**src/rtl/syzygy_dac_cfg_seq_if.sv**
```systemverilog
// Signal bundles for the DAC configuration sequencer: the SPI-engine control
// side and the single-register host request port.

interface syzygy_dac_spi_if;
  logic [5:0] spi_reg;
  logic [7:0] spi_data_in;
  logic       spi_rw;
  logic       spi_send;
  logic       spi_done;
  logic [7:0] spi_data_out;

  modport master (
    output spi_reg, spi_data_in, spi_rw, spi_send,
    input  spi_done, spi_data_out
  );
  modport slave (
    input  spi_reg, spi_data_in, spi_rw, spi_send,
    output spi_done, spi_data_out
  );
endinterface

interface syzygy_dac_host_if;
  logic       host_req;
  logic       host_rw;
  logic [5:0] host_reg;
  logic [7:0] host_wdata;
  logic       host_ack;
  logic [7:0] host_rdata;
  logic       host_err;

  modport master (
    output host_req, host_rw, host_reg, host_wdata,
    input  host_ack, host_rdata, host_err
  );
  modport slave (
    input  host_req, host_rw, host_reg, host_wdata,
    output host_ack, host_rdata, host_err
  );
endinterface

```
**src/rtl/syzygy_dac_cfg_seq.sv**
```systemverilog
// AD911x control sequencer: writes the init table after reset, then serves host register requests.
// Define DAC_CFG_VERIFY_EN to read back every init write and flag the first mismatching entry.

module syzygy_dac_cfg_seq #(
  parameter int                      INIT_LEN       = 4,
  parameter logic [14*INIT_LEN-1:0]  INIT_TABLE     = '0,
  parameter int                      STARTUP_CYCLES = 1024,
  parameter int                      TIMEOUT_CYCLES = 65535
) (
  input  logic              clk,
  input  logic              reset,
  syzygy_dac_spi_if.master  spi,
  syzygy_dac_host_if.slave  host,
  output logic              init_done,
  output logic              init_error,
`ifdef DAC_CFG_VERIFY_EN
  output logic [4:0]        verify_fail_idx,
`endif
  output logic              busy
);

  localparam int CNT_MAX = (STARTUP_CYCLES > TIMEOUT_CYCLES) ? STARTUP_CYCLES : TIMEOUT_CYCLES;
  localparam int CNT_W   = (CNT_MAX < 1) ? 1 : $clog2(CNT_MAX + 1);
  localparam logic [CNT_W-1:0] STARTUP_END = CNT_W'(STARTUP_CYCLES);
  localparam logic [CNT_W-1:0] TIMEOUT_END = CNT_W'(TIMEOUT_CYCLES);
  localparam logic [CNT_W-1:0] CNT_SAT     = CNT_W'(CNT_MAX);
  localparam logic [4:0]       LAST_IDX    = 5'(INIT_LEN - 1);

  typedef enum logic [2:0] {
    ST_STARTUP,
    ST_INIT_ISSUE,
    ST_WAIT_LOW,
    ST_WAIT_HIGH,
    ST_IDLE,
    ST_HOST_ISSUE,
    ST_HOST_ACK
  } state_t;

  state_t           r_state;
  state_t           w_state_next;
  logic [CNT_W-1:0] r_cnt;
  logic [4:0]       r_idx;
  logic [5:0]       r_spi_reg;
  logic [7:0]       r_spi_data;
  logic             r_spi_rw;
  logic [7:0]       r_host_rdata;
  logic             r_host_err;
  logic             r_init_done;
  logic             r_init_error;

  logic w_issue;
  logic w_waiting;
  logic w_progress;
  logic w_timeout;
  logic w_frame_end;
  logic w_start;
  logic w_last;
  logic w_go_verify;
  logic w_advance;

  function automatic logic [13:0] tbl_entry(input logic [4:0] idx);
    return INIT_TABLE[14*int'(idx) +: 14];
  endfunction

  assign w_issue    = (r_state == ST_INIT_ISSUE) || (r_state == ST_HOST_ISSUE);
  assign w_waiting  = (r_state == ST_WAIT_LOW) || (r_state == ST_WAIT_HIGH);
  // ISSUE holds off until the engine is idle so a send never lands while spi_done is low
  assign w_progress = (r_state == ST_WAIT_LOW) ? !spi.spi_done : spi.spi_done;
  assign w_timeout  = (w_issue || w_waiting) && !w_progress && (r_cnt == TIMEOUT_END);
  assign w_frame_end = ((r_state == ST_WAIT_HIGH) && spi.spi_done) || w_timeout;
  assign w_start    = (r_state == ST_STARTUP) && (r_cnt == STARTUP_END) && spi.spi_done;
  assign w_last     = (r_idx == LAST_IDX);
  // r_init_done doubles as the "frame belongs to the host" flag
  assign w_advance  = w_frame_end && !r_init_done && !w_go_verify;

`ifdef DAC_CFG_VERIFY_EN
  logic       r_verify;
  logic       r_vfail_seen;
  logic [4:0] r_vfail_idx;
  logic [7:0] w_cur_data;

  assign w_cur_data  = INIT_TABLE[14*int'(r_idx) +: 8];
  // a timed-out write skips its readback
  assign w_go_verify = w_frame_end && !r_init_done && !r_verify && !w_timeout;
  assign verify_fail_idx = r_vfail_idx;

  always_ff @(posedge clk) begin
    if (reset) begin
      r_verify     <= 1'b0;
      r_vfail_seen <= 1'b0;
      r_vfail_idx  <= 5'd0;
    end else begin
      if (w_go_verify) begin
        r_verify <= 1'b1;
      end else if (w_advance) begin
        r_verify <= 1'b0;
      end
      if (w_frame_end && !w_timeout && r_verify && !r_init_done &&
          (spi.spi_data_out != w_cur_data) && !r_vfail_seen) begin
        r_vfail_seen <= 1'b1;
        r_vfail_idx  <= r_idx;
      end
    end
  end

  logic w_verify_mismatch;
  assign w_verify_mismatch = w_frame_end && !w_timeout && r_verify && !r_init_done &&
                             (spi.spi_data_out != w_cur_data);
`else
  logic w_verify_mismatch;
  assign w_go_verify       = 1'b0;
  assign w_verify_mismatch = 1'b0;
`endif

  always_ff @(posedge clk) begin
    if (reset) begin
      r_state <= ST_STARTUP;
    end else begin
      r_state <= w_state_next;
    end
  end

  always_comb begin
    w_state_next = r_state;
    case (r_state)
      ST_STARTUP:                   if (w_start) w_state_next = ST_INIT_ISSUE;
      ST_INIT_ISSUE, ST_HOST_ISSUE: if (w_progress) w_state_next = ST_WAIT_LOW;
      ST_WAIT_LOW:                  if (w_progress) w_state_next = ST_WAIT_HIGH;
      ST_IDLE:                      if (host.host_req) w_state_next = ST_HOST_ISSUE;
      ST_HOST_ACK:                  w_state_next = ST_IDLE;
      default:                      w_state_next = r_state;
    endcase
    // completion or timeout of any frame decides where the sequence goes next
    if (w_frame_end) begin
      if (r_init_done) begin
        w_state_next = ST_HOST_ACK;
      end else if (w_go_verify || !w_last) begin
        w_state_next = ST_INIT_ISSUE;
      end else begin
        w_state_next = ST_IDLE;
      end
    end
  end

  always_comb begin
    spi.spi_send   = 1'b0;
    host.host_ack  = 1'b0;
    host.host_err  = 1'b0;
    busy           = 1'b1;
    case (r_state)
      ST_INIT_ISSUE, ST_HOST_ISSUE: spi.spi_send = spi.spi_done;
      ST_IDLE:                      busy = 1'b0;
      ST_HOST_ACK: begin
        host.host_ack = 1'b1;
        host.host_err = r_host_err;
      end
      default: busy = 1'b1;
    endcase
  end

  always_ff @(posedge clk) begin
    if (reset) begin
      r_cnt        <= '0;
      r_idx        <= 5'd0;
      r_spi_reg    <= 6'd0;
      r_spi_data   <= 8'd0;
      r_spi_rw     <= 1'b1;
      r_host_rdata <= 8'd0;
      r_host_err   <= 1'b0;
      r_init_done  <= 1'b0;
      r_init_error <= 1'b0;
    end else begin
      // frame end also clears, since a skipped entry may re-enter INIT_ISSUE from INIT_ISSUE
      if ((w_state_next != r_state) || w_frame_end) begin
        r_cnt <= '0;
      end else if (r_cnt != CNT_SAT) begin
        r_cnt <= r_cnt + 1'b1;
      end

      if (w_start) begin
        {r_spi_reg, r_spi_data} <= tbl_entry(5'd0);
        r_spi_rw                <= 1'b1;
      end

      if (w_go_verify) begin
        r_spi_rw   <= 1'b0;
        r_spi_data <= 8'd0;
      end

      if (w_advance) begin
        if (w_last) begin
          r_init_done <= 1'b1;
        end else begin
          r_idx                   <= r_idx + 5'd1;
          {r_spi_reg, r_spi_data} <= tbl_entry(r_idx + 5'd1);
          r_spi_rw                <= 1'b1;
        end
      end

      if ((w_timeout && !r_init_done) || w_verify_mismatch) begin
        r_init_error <= 1'b1;
      end

      if ((r_state == ST_IDLE) && host.host_req) begin
        r_spi_rw   <= host.host_rw;
        r_spi_reg  <= host.host_reg;
        r_spi_data <= host.host_wdata;
      end

      if (w_frame_end && r_init_done) begin
        r_host_err <= w_timeout;
        if (!w_timeout && !r_spi_rw) begin
          r_host_rdata <= spi.spi_data_out;
        end
      end
    end
  end

  assign spi.spi_reg     = r_spi_reg;
  assign spi.spi_data_in = r_spi_data;
  assign spi.spi_rw      = r_spi_rw;
  assign host.host_rdata = r_host_rdata;
  assign init_done       = r_init_done;
  assign init_error      = r_init_error;

endmodule

```
**src/flat_wrapper.sv**
```systemverilog
// flat-port wrapper written by rule: the top's interface ports become plain ports
module syzygy_dac_cfg_seq_flat 
#(
  parameter int                      INIT_LEN       = 4,
  parameter logic [14*INIT_LEN-1:0]  INIT_TABLE     = '0,
  parameter int                      STARTUP_CYCLES = 1024,
  parameter int                      TIMEOUT_CYCLES = 65535
)
  (clk, reset, init_done, init_error, busy, spi_spi_reg, spi_spi_data_in, spi_spi_rw, spi_spi_send, spi_spi_done, spi_spi_data_out, host_host_req, host_host_rw, host_host_reg, host_host_wdata, host_host_ack, host_host_rdata, host_host_err);
  syzygy_dac_spi_if spi_i ();
  syzygy_dac_host_if host_i ();
  input  logic clk;
  input  logic reset;
  output logic init_done;
  output logic init_error;
  output logic busy;
  output wire logic [$bits(spi_i.spi_reg)-1:0] spi_spi_reg;
  output wire logic [$bits(spi_i.spi_data_in)-1:0] spi_spi_data_in;
  output wire logic [$bits(spi_i.spi_rw)-1:0] spi_spi_rw;
  output wire logic [$bits(spi_i.spi_send)-1:0] spi_spi_send;
  input wire logic [$bits(spi_i.spi_done)-1:0] spi_spi_done;
  input wire logic [$bits(spi_i.spi_data_out)-1:0] spi_spi_data_out;
  input wire logic [$bits(host_i.host_req)-1:0] host_host_req;
  input wire logic [$bits(host_i.host_rw)-1:0] host_host_rw;
  input wire logic [$bits(host_i.host_reg)-1:0] host_host_reg;
  input wire logic [$bits(host_i.host_wdata)-1:0] host_host_wdata;
  output wire logic [$bits(host_i.host_ack)-1:0] host_host_ack;
  output wire logic [$bits(host_i.host_rdata)-1:0] host_host_rdata;
  output wire logic [$bits(host_i.host_err)-1:0] host_host_err;
  assign spi_spi_reg = spi_i.spi_reg;
  assign spi_spi_data_in = spi_i.spi_data_in;
  assign spi_spi_rw = spi_i.spi_rw;
  assign spi_spi_send = spi_i.spi_send;
  assign spi_i.spi_done = spi_spi_done;
  assign spi_i.spi_data_out = spi_spi_data_out;
  assign host_i.host_req = host_host_req;
  assign host_i.host_rw = host_host_rw;
  assign host_i.host_reg = host_host_reg;
  assign host_i.host_wdata = host_host_wdata;
  assign host_host_ack = host_i.host_ack;
  assign host_host_rdata = host_i.host_rdata;
  assign host_host_err = host_i.host_err;
  syzygy_dac_cfg_seq #(.INIT_LEN(INIT_LEN), .INIT_TABLE(INIT_TABLE), .STARTUP_CYCLES(STARTUP_CYCLES), .TIMEOUT_CYCLES(TIMEOUT_CYCLES)) u_core (.clk(clk), .reset(reset), .spi(spi_i), .host(host_i), .init_done(init_done), .init_error(init_error), .busy(busy));
endmodule
```
**config.mk**
```make
export PLATFORM = sky130hd
export DESIGN_NAME = syzygy_dac_cfg_seq_flat
export DESIGN_NICKNAME = d
export VERILOG_FILES = /design/src/rtl/syzygy_dac_cfg_seq_if.sv /design/src/rtl/syzygy_dac_cfg_seq.sv /design/src/flat_wrapper.sv
export SDC_FILE = /design/constraint.sdc
export NUM_CORES = 1
export LEC_CHECK = 0
export BUFFER_PORTS_ARGS = -buffer_cell sky130_fd_sc_hd__buf_2
export CAP_MARGIN = 20
export CORE_MARGIN = 4
export CORE_UTILIZATION = 52
export DETAILED_ROUTE_END_ITERATION = 6
export PLACE_DENSITY = 0.89
export REMOVE_ABC_BUFFERS = 1
export SKIP_LAST_GASP = 1
export SYNTH_ARGS = -nofsm -noshare
export SYNTH_HDL_FRONTEND = slang
export SYNTH_SLANG_ARGS = --single-unit
```
**constraint.sdc**
```tcl
create_clock -name clk -period 2.22 [get_ports clk]
set_clock_uncertainty 0.05 [all_clocks]
set_input_delay 0.666 -clock clk [delete_from_list [all_inputs] [get_ports clk]]
set_output_delay 0.666 -clock clk [all_outputs]
set_load 0.05 [all_outputs]
```
# Word level (Yosys, flattened, before mapping)
# Cells that the tools add are included.
[totals]
register_bits = 50
word_cells = 77
[op_classes]
addsub = 2
mul = 1
n_eq_ne = 11
n_shift = 1
muxes = 25
n_bitwise = 1
n_reduce_logical = 26
[op_table]
columns = ["op", "count"]
rows = [
  ["$shiftx 56x32->14 const A", 1],
  ["$mux 8", 4],
  ["$mux 6", 4],
  ["$mux 3", 7],
  ["$add 16x1->16 const B", 1],
  ["$eq 16x11->1 const B", 1],
  ["$eq 16x16->1 const B", 1],
  ["$ne 16x16->1 const B", 1],
  ["$pmux 3 s5", 1],
  ["$logic_and 1x1->1", 10],
  ["$eq 3x3->1 const B", 3],
  ["$mux 1", 9],
  ["$mul 3x5->8 const A", 1],
  ["$eq 3x2->1 const B", 2],
  ["$reduce_and 2->1", 3],
  ["$add 5x1->5 const B", 1],
  ["$eq 5x2->1 const B", 1],
  ["$logic_not 1->1", 5],
  ["$logic_or 1x1->1", 5],
  ["$reduce_or 2->1", 2],
  ["$eq 3x1->1 const B", 1],
  ["$logic_not 3->1", 1],
  ["$ne 3x3->1", 1],
  ["$not 1->1", 1],
]

# Logic depth before layout (Yosys ltp)
# Gate-level depths: netlist of run 1.
[depth]
word_depth = 10
depth_mapped = 7
depth_no_buf = 6

# Least setup slack after synthesis of run 1
# No wires, ideal clock.
[synth_timing]
path_type = "register -> output"
start = "reg u_core.r_state[2]"
end = "out host_host_err"
t_arrival_ps = 1756
required_time_ps = 1504
setup_slack_ps = -252
path_stages_with_launch = 4
path_cell_list = "dfxtp_1 nand2_1 nor2_1 and2_1"
[synth_between]
elab_chain_cells = 2
[synth_rtl]
columns = ["element", "line", "source"]
rows = [
  ["from (decl)", "syzygy_dac_cfg_seq.sv:39", "state_t r_state;"],
  ["from (signal assigned)", "syzygy_dac_cfg_seq.sv:119", "r_state <= w_state_next;"],
  ["$eq 3x3->1", "syzygy_dac_cfg_seq.sv:150", "case (r_state)"],
  ["$mux 1", "syzygy_dac_cfg_seq.sv:150", ""],
  ["to (decl)", "flat_wrapper.sv:29", "output wire logic [$bits(host_i.host_err)-1:0] host_host_err;"],
]
# Every way passes these cells.

# Final worst setup path of run 1
[layout_timing]
start = "reg u_core.r_state[1]"
end = "out host_host_err"
# Same word-level chain as after synthesis.

==> results of run 1 <==
[worst max-delay path by stage]
| stage | endpoint | depth (start not counted) |
|---|---|---|
| floorplan | host_host_err | 3 |
| global placement | u_core.r_idx[4] | 7 |
| detailed placement | u_core.r_idx[3] | 7 |
| CTS | host_host_err | 4 |
| global route | u_core.r_idx[3] | 7 |
| finish | host_host_err | 4 |
[through the flow]
step / setup WS (ns) / power [W]
final: 0.105 / 0.00152
after global routing: 0.0192 / 0.00158
after CTS: 0.0277 / 0.00153
after detailed placement: 0.000798 / 0.00101
after global placement: 0.0770 / 0.00100
after floorplan: -0.301 / 0.000954
[cell type report]
cell class | count | area [sq um] | area share [%]
tap | 50 | 62.6 | 2.27
clock buffer | 5 | 68.8 | 2.50
multi-input combinational | 170 | 1160 | 42.3
sequential | 50 | 1000 | 36.4
clock inverter | 3 | 23.8 | 0.864
timing repair buffer | 68 | 400 | 14.5
inverter | 8 | 30.0 | 1.09
[cells in the final DEF, fill, tap and decap left out, drive strengths merged, types with 3 or more instances in the layout]
| cell | synthesis | layout |
|---|---|---|
| nor3b | 3 | 3 |
| inv | 8 | 9 |
| nor3 | 11 | 11 |
| nand3 | 7 | 7 |
| ha | 3 | 3 |
| a211oi | 3 | 3 |
| o21ai | 4 | 4 |
| a21oi | 13 | 13 |
| nor2 | 40 | 40 |
| or3 | 3 | 3 |
| nand2 | 11 | 11 |
| clkbuf | 3 | 6 |
| xnor2 | 11 | 11 |
| nand4 | 4 | 4 |
| and3 | 4 | 4 |
| nor4 | 3 | 3 |
| nor4b | 4 | 4 |
| and2 | 4 | 4 |
| mux2i | 10 | 10 |
| dfxtp | 50 | 50 |
| a22o | 15 | 15 |
| buf | 7 | 67 |
[cell families (layout without fill, tap and decap cells)]
group | Yosys count | after routing | share of synthesized area, %
AOI/OAI and AO/OA | 44 | 44 | 15.4
and+or+nand+nor | 101 | 101 | 25.4
adders and majority gates | 3 | 3 | 1.67
DFF | 50 | 50 | 44.4
buffers and inverters | 18 | 84 | 3.94
xor gates and xnor gates | 12 | 12 | 4.67
muxes | 10 | 10 | 4.44
[critical path: stages (launching register included)]
cell and delay, ns:
dfxtp_2 0.44, nand2_1 0.13, nor2_2 0.15, and2_1 0.15, clkbuf_4 0.22
[per-layer routing]
layer | vias up | wire [um] | GRT usage (%) | part of all wire (%)
li1 | 983 | - | - | -
met1 | 902 | 2140 | 25.5 | 43
met2 | 65 | 2420 | 32.4 | 49
met3 | 4 | 358 | 4.65 | 7.2
met4 | 0 | 42 | 6.24 | 0.85
met5 | - | 0 | 0 | 0
[power by group]
group          switching (W)  internal (W)
Combinational      0.0000398     0.0000394
Clock               0.000309      0.000226
Sequential        0.00000456      0.000901
[repair_timing]
action | in CTS | in global routing
setup endpoints to repair | 2 | 1
cloned | 0 | 0
resized for setup | 1 | 2
setup buffers | 0 | 0
==> summary.txt, run 1 <==
Global route
  • GRT Total Usage: 19.7%
  • Grt ovf: 0
  • Global-route wire length before repair: 8470 um
  • Vias in the first global route: 1870
  • Antenna violations before repair: 0
  • Largest net degree at the start of global routing: 18

Timing
  • Hold Fails Final Rpt: 0
  • Worst-Margin Slew: 0.829 ns
  • Unrepaired setup endpoints after global routing: false
  • Final slew viol count: 0
  • Final min period: 2.11 ns
  • Hold WS: 0.416 ns
  • Maximum clock rate: 473 MHz
  • Max_slew headroom: 44.5%
  • TNS Setup: 0 ns
  • Final period utilization: 95.3%
  • Finish-stage setup viols: 0

Clock tree
  • Number of hold buffers added after CTS: 0
  • CTS tree: yes
  • Register clock-pin slew on the reported worst setup and hold paths: 0.09 ns
  • Root Buffer: clkbuf_8
  • CTS Sinks: 50
  • Clk buf depth: 2
  • # H-tree levels: 2
  • Clock insertion delay at the later pin of the skew report: 0.30 ns
  • Inserted Clock Buffers: 5

Setup path
  • Reg2reg end: u_core.r_idx[3]
  • Critical Path RT: 1.50 ns
  • Crit path kind: reg2out
  • CP max FO: 10
  • Startpoint types: flip-flop
  • Worst setup path startpoint: u_core.r_state[1]
  • Critical path endpoint category: output port
  • Crit path DAT: 1.40 ns
  • Worst reg2reg startpoint: u_core.r_cnt[0]
  • Reg2reg setup slack: 0.12 ns
  • Worst-case reg-to-reg path depth: 7

Synthesis
  • Synth Flop Type: dfxtp_1
  • Most common cell in the netlist: dfxtp_1
  • Mean Syn Cell Area: 9.46 sq um
  • Synth warnings: 0
  • Ys async rst share: 0%
  • Seq cells post-synth: 50
  • Gate Count Post-Synth: 238
  • Commonest cells post-synth: dfxtp_1, nor2_1, a22o_1
  • Netlist Area Pre-Place: 2250 sq um
  • Post-synth cell types: 48
  • Yosys top cell by area: dfxtp_1
  • Top cell type's share of synthesized area: 44.4%
  • Sequential fraction of the synthesis area: 44.4%
  • Main area contributors after synthesis: dfxtp_1, nor2_1, a22o_1
  • Post-synth EDFFs: 0

Detailed routing
  • Vias per inst: 5.52
  • DRT Pass-1 Iters: 4
  • Avg WL per Cell: 14.0 um
  • Final WL: 4960 um
  • ANT nets after route: 0
  • DR vias: 1954
  • DRC violations left: 0
  • Initial DRC count: 70

Place
  • Port bufs: 55
  • DPL Wire Length: 3810 um
  • Placed Instance Area: 2650 sq um
  • Final GP Congestion: 0.899
  • Number of placed instances, taps included: 346

Hold path
  • Hold Crit Depth: 2
  • Hold worst-path end: u_core.r_host_err
  • Hold Crit Class: reg2reg
  • Hold path startpoint: u_core.r_host_err

Final layout
  • Finished Cell Area: 2750 sq um
  • Fill count: 321
  • Max reg flops: 16
  • Area growth, synth to finish: 22.2%
  • Final Core Density: 67.4%
  • Antenna fix cells: 0
  • Largest reg by FF count: u_core.r_cnt
  • Non-Filler Instances: 354
  • Final net count: 333
  • Layout cell share with drive strength beyond 1: 29.6%

Die
  • Die Wd: 73.8 um
  • Core area: 4090 sq um
  • # IOs: 56
  • Starting Density: 55.1%
  • Die height: 73.8 um
  • Die footprint: 5450 sq um
  • FP Rows: 23

Status
  • Outcome: finished, final reports clean

Power and ir drop
  • Leak pwr: 1.17 nW
  • Peak supply drop: 434 uV
  • Pwr dens: 552 nW/um^2

Job
  • Max-cap viol count: 0
(Power assumes the default switching activity.)
==> run 2, diff against run 1 <==
CTS_BUF_LIST = sky130_fd_sc_hd__clkbuf_16   (was unset)
==> run 2 against run 1 <==
Net effect: die area is the same; via count grew 0.56%; sequential power is essentially flat; clock power grew 41%; first-iteration DRC count shrank 19%; worst setup slack lost 0.027 ns; wire length grew 4.9%; hold slack lost 0.0074 ns; combinational power grew 3%; clock-buffer cell count is the same; maximum frequency shrank 1.3%; non-clock buffer count is the same.
==> summary.txt, run 2 (same netlist as run 1, synthesis figures left out) <==
Global route
  • Largest net degree at the start of global routing: 18
  • GRT Total Usage: 20.5%
  • Grt ovf: 0
  • Global-route wire length before repair: 8660 um
  • Vias in the first global route: 1904
  • Antenna violations before repair: 0

Die
  • Core area: 4090 sq um
  • # IOs: 56
  • Die footprint: 5450 sq um
  • Die height: 73.8 um
  • FP Rows: 23
  • Die Wd: 73.8 um
  • Starting Density: 55.1%

Hold path
  • Hold worst-path end: u_core.r_host_err
  • Hold Crit Depth: 2
  • Hold Crit Class: reg2reg
  • Hold path startpoint: u_core.r_host_err

Detailed routing
  • Avg WL per Cell: 14.7 um
  • Initial DRC count: 57
  • DR vias: 1965
  • Final WL: 5210 um
  • ANT nets after route: 0
  • DRC violations left: 0
  • DRT Pass-1 Iters: 4
  • Vias per inst: 5.55

Final layout
  • Area growth, synth to finish: 24.8%
  • Final net count: 333
  • Flip-flop and latch area: 1000 sq um
  • Fill count: 314
  • Layout cell share with drive strength beyond 1: 29.6%
  • Multi-input gate area: 1170 sq um
  • Antenna fix cells: 0
  • Most frequent cells in the layout: buf_2, dfxtp_1, nor2_1
  • Max reg flops: 16
  • Commonest non-fill, non-tap cell in the layout: buf_2
  • Largest reg by FF count: u_core.r_cnt
  • Non-Filler Instances: 354

Setup path
  • Startpoint types: flip-flop
  • Worst reg2reg startpoint: u_core.r_cnt[1]
  • Critical Path RT: 2.39 ns
  • Crit path DAT: 2.31 ns
  • Reg2reg setup slack: 0.08 ns
  • Reg2reg end: u_core.r_idx[3]
  • Crit path kind: reg2reg
  • CP max FO: 8
  • Worst-case reg-to-reg path depth: 7
  • Critical path endpoint category: flip-flop

Clock tree
  • Clock insertion delay at the later pin of the skew report: 0.29 ns
  • Clk buf depth: 2
  • CTS Sinks: 50
  • CTS tree: yes
  • Register clock-pin slew on the reported worst setup and hold paths: 0.07 ns
  • Root Buffer: clkbuf_16
  • # H-tree levels: 2
  • Number of hold buffers added after CTS: 0
  • Inserted Clock Buffers: 5

Status
  • Outcome: finished, final reports clean

Place
  • Setup WS pre-CTS: 0.000798 ns
  • Final GP Congestion: 0.899
  • DPL Wire Length: 3810 um
  • Number of placed instances, taps included: 346
  • Port bufs: 55

Timing
  • Final period utilization: 96.5%
  • Worst-Margin Slew: 0.818 ns
  • Finish-stage setup viols: 0
  • Setup WS post-layout: 0.0779 ns
  • Maximum clock rate: 467 MHz
  • Hold Fails Final Rpt: 0
  • Final slew viol count: 0
  • Final min period: 2.14 ns
  • TNS Setup: 0 ns
  • Max_slew headroom: 45.2%

Power and ir drop
  • Fraction of power consumed by the clock network: 43.4%
  • P_int: 0.00136 W
  • Overall Power: 0.00174 W
  • Sw frac: 21.9%
  • Peak supply drop: 402 uV
  • Leak pwr: 1.20 nW
  • Pwr dens: 620 nW/um^2
  • Gate power share: 4.7%
  • Register share of total power: 52.0%
  • Sw power: 0.000382 W

Job
  • Max-cap viol count: 0
-- run 2: cell types whose count changed in the layout (fill, tap and decap cells not counted) --
cell	delta
or4_1	-1
nor2_1	+1
clkbuf_8	-5
nor2_2	-1
or4_4	+1
clkbuf_16	+5
-- run 2: worst max-delay path: stages (launching register included) --
cell,delay [ns]
dfxtp_1,0.38
ha_1,0.22
nand4_2,0.19
nor4_4,0.38
a31oi_4,0.14
buf_4,0.18
or3_1,0.36
a21oi_1,0.17
-- run 2: worst max-delay path by stage --
stage | from | to | cells past startpoint
after floorplan | u_core.r_state[1] | host_host_err | 3
after CTS | u_core.r_state[1] | host_host_err | 4
after global placement | spi_spi_done | u_core.r_idx[4] | 7
final | u_core.r_cnt[1] | u_core.r_idx[3] | 7
after detailed placement | spi_spi_done | u_core.r_idx[3] | 7
after global routing | u_core.r_cnt[0] | u_core.r_idx[3] | 7
-- run 2: area by class of cell --
type	count	share of cell area, %
clock buffer	5	4.45
clock inverter	3	0.846
inverter	8	1.07
multi-input combinational	170	41.5
sequential	50	35.7
tap	50	2.23
timing repair buffer	68	14.2
-- run 2: power by group through the flow --
stage                     clock network (W)  registers, W   logic, W
after floorplan                           0      0.000926  0.0000273
after global placement                    0      0.000926  0.0000759
after detailed placement                  0      0.000927  0.0000791
after CTS                          0.000765      0.000906  0.0000811
after global routing               0.000802      0.000907  0.0000901
final                              0.000756      0.000906  0.0000812
-- run 2: through the flow --
stage	utilization, %	area, sq um	hold slack (ns)
after floorplan	-	2190	0.371
after global placement	64.9	2650	0.388
after detailed placement	64.9	2650	0.392
after CTS	68.6	2800	0.409
after global routing	68.8	2810	0.442
final	68.8	2810	0.409
-- run 2: per-layer routing --
layer  share of wire (%)  GRT usage (%)  vias up  routed length [um]
met5                   0              0        -                   0
met4                 1.3           6.84        0                  70
met3                 6.2           6.98        7                 323
met2                  48           32.8       50                2500
met1                  44           25.8      927                2310
li1                    -              -      981                   -
-- run 2: what timing repair did --
item,CTS,global route
endpoints found under the hold margin,0,0
setup buffers,0,0
resized for setup,1,2
setup endpoints to repair,1,2
==> run 3, diff against run 2 <==
CORE_UTILIZATION = 55   (was 52)
CTS_BUF_LIST = sky130_fd_sc_hd__clkbuf_8   (was sky130_fd_sc_hd__clkbuf_16)
PLACE_DENSITY = 0.93   (was 0.89)
==> run 3 against run 2 <==
Net effect: register-to-register slack gained 0.07 ns; non-clock buffer count fell by 1; sequential share of layout area increased by 0.68 points; global-route usage down 0.13 points; highest routed layer unchanged.
==> summary.txt, run 3 (same netlist as run 1, synthesis figures left out) <==
Status
  • Outcome: finished, final reports clean

Clock tree
  • Root Buffer: clkbuf_8
  • Post-CTS Setup Bufs: 0
  • Clk buf depth: 2
  • Register clock-pin slew on the reported worst setup and hold paths: 0.09 ns
  • Number of hold buffers added after CTS: 0
  • Inserted Clock Buffers: 5
  • # H-tree levels: 2
  • CTS Sinks: 50
  • CTS tree: yes
  • Clock insertion delay at the later pin of the skew report: 0.31 ns

Setup path
  • CP max FO: 10
  • Crit path DAT: 1.42 ns
  • Critical Path, Cell by Cell: nand2_1, nor2_2, and2_1, buf_2
  • Slowest CP cell: dfxtp_2
  • Crit path kind: reg2out
  • Critical Path RT: 1.50 ns
  • CP peak stage delay: 0.43 ns
  • Cell family with most CP delay: flip-flops
  • Startpoint types: flip-flop
  • Crit path buf inv count: 1
  • Critical path endpoint category: output port

Die
  • Die Wd: 72.0 um
  • Die height: 72.0 um
  • Core area: 3800 sq um
  • Die footprint: 5180 sq um
  • Starting Density: 59.3%
  • # IOs: 56
  • FP Rows: 22

Detailed routing
  • ANT nets after route: 0
  • Final WL: 4970 um
  • DRT Pass-1 Iters: 4
  • Avg WL per Cell: 14.2 um
  • DR vias: 1966
  • Initial DRC count: 71
  • Vias per inst: 5.60
  • DRC violations left: 0

Final layout
  • Finished Cell Area: 2770 sq um
  • Final Core Density: 72.9%
  • Non-Filler Instances: 351
  • Antenna fix cells: 0
  • Final net count: 332
  • Max reg flops: 16
  • Commonest non-fill, non-tap cell in the layout: buf_2
  • Most frequent cells in the layout: buf_2, dfxtp_1, nor2_1
  • Fill count: 264
  • Area growth, synth to finish: 22.9%
  • Layout cell share with drive strength beyond 1: 30.4%
  • Largest reg by FF count: u_core.r_cnt

Job
  • Max-cap viol count: 0

Timing
  • Finish-stage setup viols: 0
  • Final min period: 2.13 ns
  • Max_slew headroom: 46.2%
  • Unrepaired setup endpoints after global routing: true
  • Maximum clock rate: 469 MHz
  • Worst-Margin Slew: 0.804 ns
  • Final period utilization: 96.1%
  • Setup WS post-layout: 0.0874 ns
  • Hold Fails Final Rpt: 0
  • Final slew viol count: 0

Place
  • Number of placed instances, taps included: 343
  • Port bufs: 55
  • Setup WS pre-CTS: 0.0391 ns
  • DPL Wire Length: 3760 um
  • Placed Instance Area: 2640 sq um
  • Final GP Congestion: 0.842

Power and ir drop
  • Peak supply drop: 444 uV
  • Overall Power: 0.00163 W
  • Pwr dens: 590 nW/um^2
  • Leak pwr: 1.19 nW

Global route
  • Vias in the first global route: 1955
  • Grt ovf: 0
  • Global-route wire length before repair: 8470 um
  • Antenna violations before repair: 0
  • Largest net degree at the start of global routing: 24
  • GRT Total Usage: 20.4%

Hold path
  • Hold Crit Class: reg2reg
-- run 3: stage by stage --
step | TNS (ns) | hold slack (ns)
4_1_cts | 0 | 0.422
3_5_place_dp | 0 | 0.405
6_report | 0 | 0.423
3_3_place_gp | 0 | 0.388
2_1_floorplan | -0.301 | 0.371
5_1_grt | -0.00261 | 0.455
-- run 3: final timing paths --
check                     from                end  slack, ns  depth (start not counted)
max reg2reg    u_core.r_cnt[0]  u_core.r_state[0]       0.15                          6
max          u_core.r_state[1]      host_host_err       0.09                          4
min          u_core.r_host_err  u_core.r_host_err       0.42                          2
min reg2reg  u_core.r_host_err  u_core.r_host_err       0.42                          2
-- run 3: tightest hold or removal path: stages, from the launching register on --
cell and delay [ns]:
dfxtp_1 0.32, nand2_1 0.06, a21oi_1 0.06
-- run 3: final cells by class --
type / count / area, sq um / share of cell area (%)
clock buffer: 5 / 68.8 / 2.49
clock inverter: 3 / 47.5 / 1.72
inverter: 8 / 30.0 / 1.08
multi-input combinational: 170 / 1160 / 42.1
sequential: 50 / 1010 / 36.3
tap: 48 / 60.1 / 2.17
timing repair buffer: 67 / 390 / 14.1
-- run 3: timing repair --
item,4_1_cts,5_1_grt
gates resized for setup,1,4
setup endpoints to repair,1,5
pin swaps,0,1
-- run 3: report_power, final --
part	switching [W]	internal, W	leakage (nW)
Clock	0.000309	0.000341	0.0587
Sequential	0.00000453	0.000902	0.405
Combinational	0.0000387	0.0000384	0.722
Total	0.000352	0.00128	1.19
-- run 3: routing by layer --
layer  wire (um)  track usage (%)
met5           0                0
met4         107             9.39
met3         251             5.82
met2        2340             33.6
met1        2270             24.6
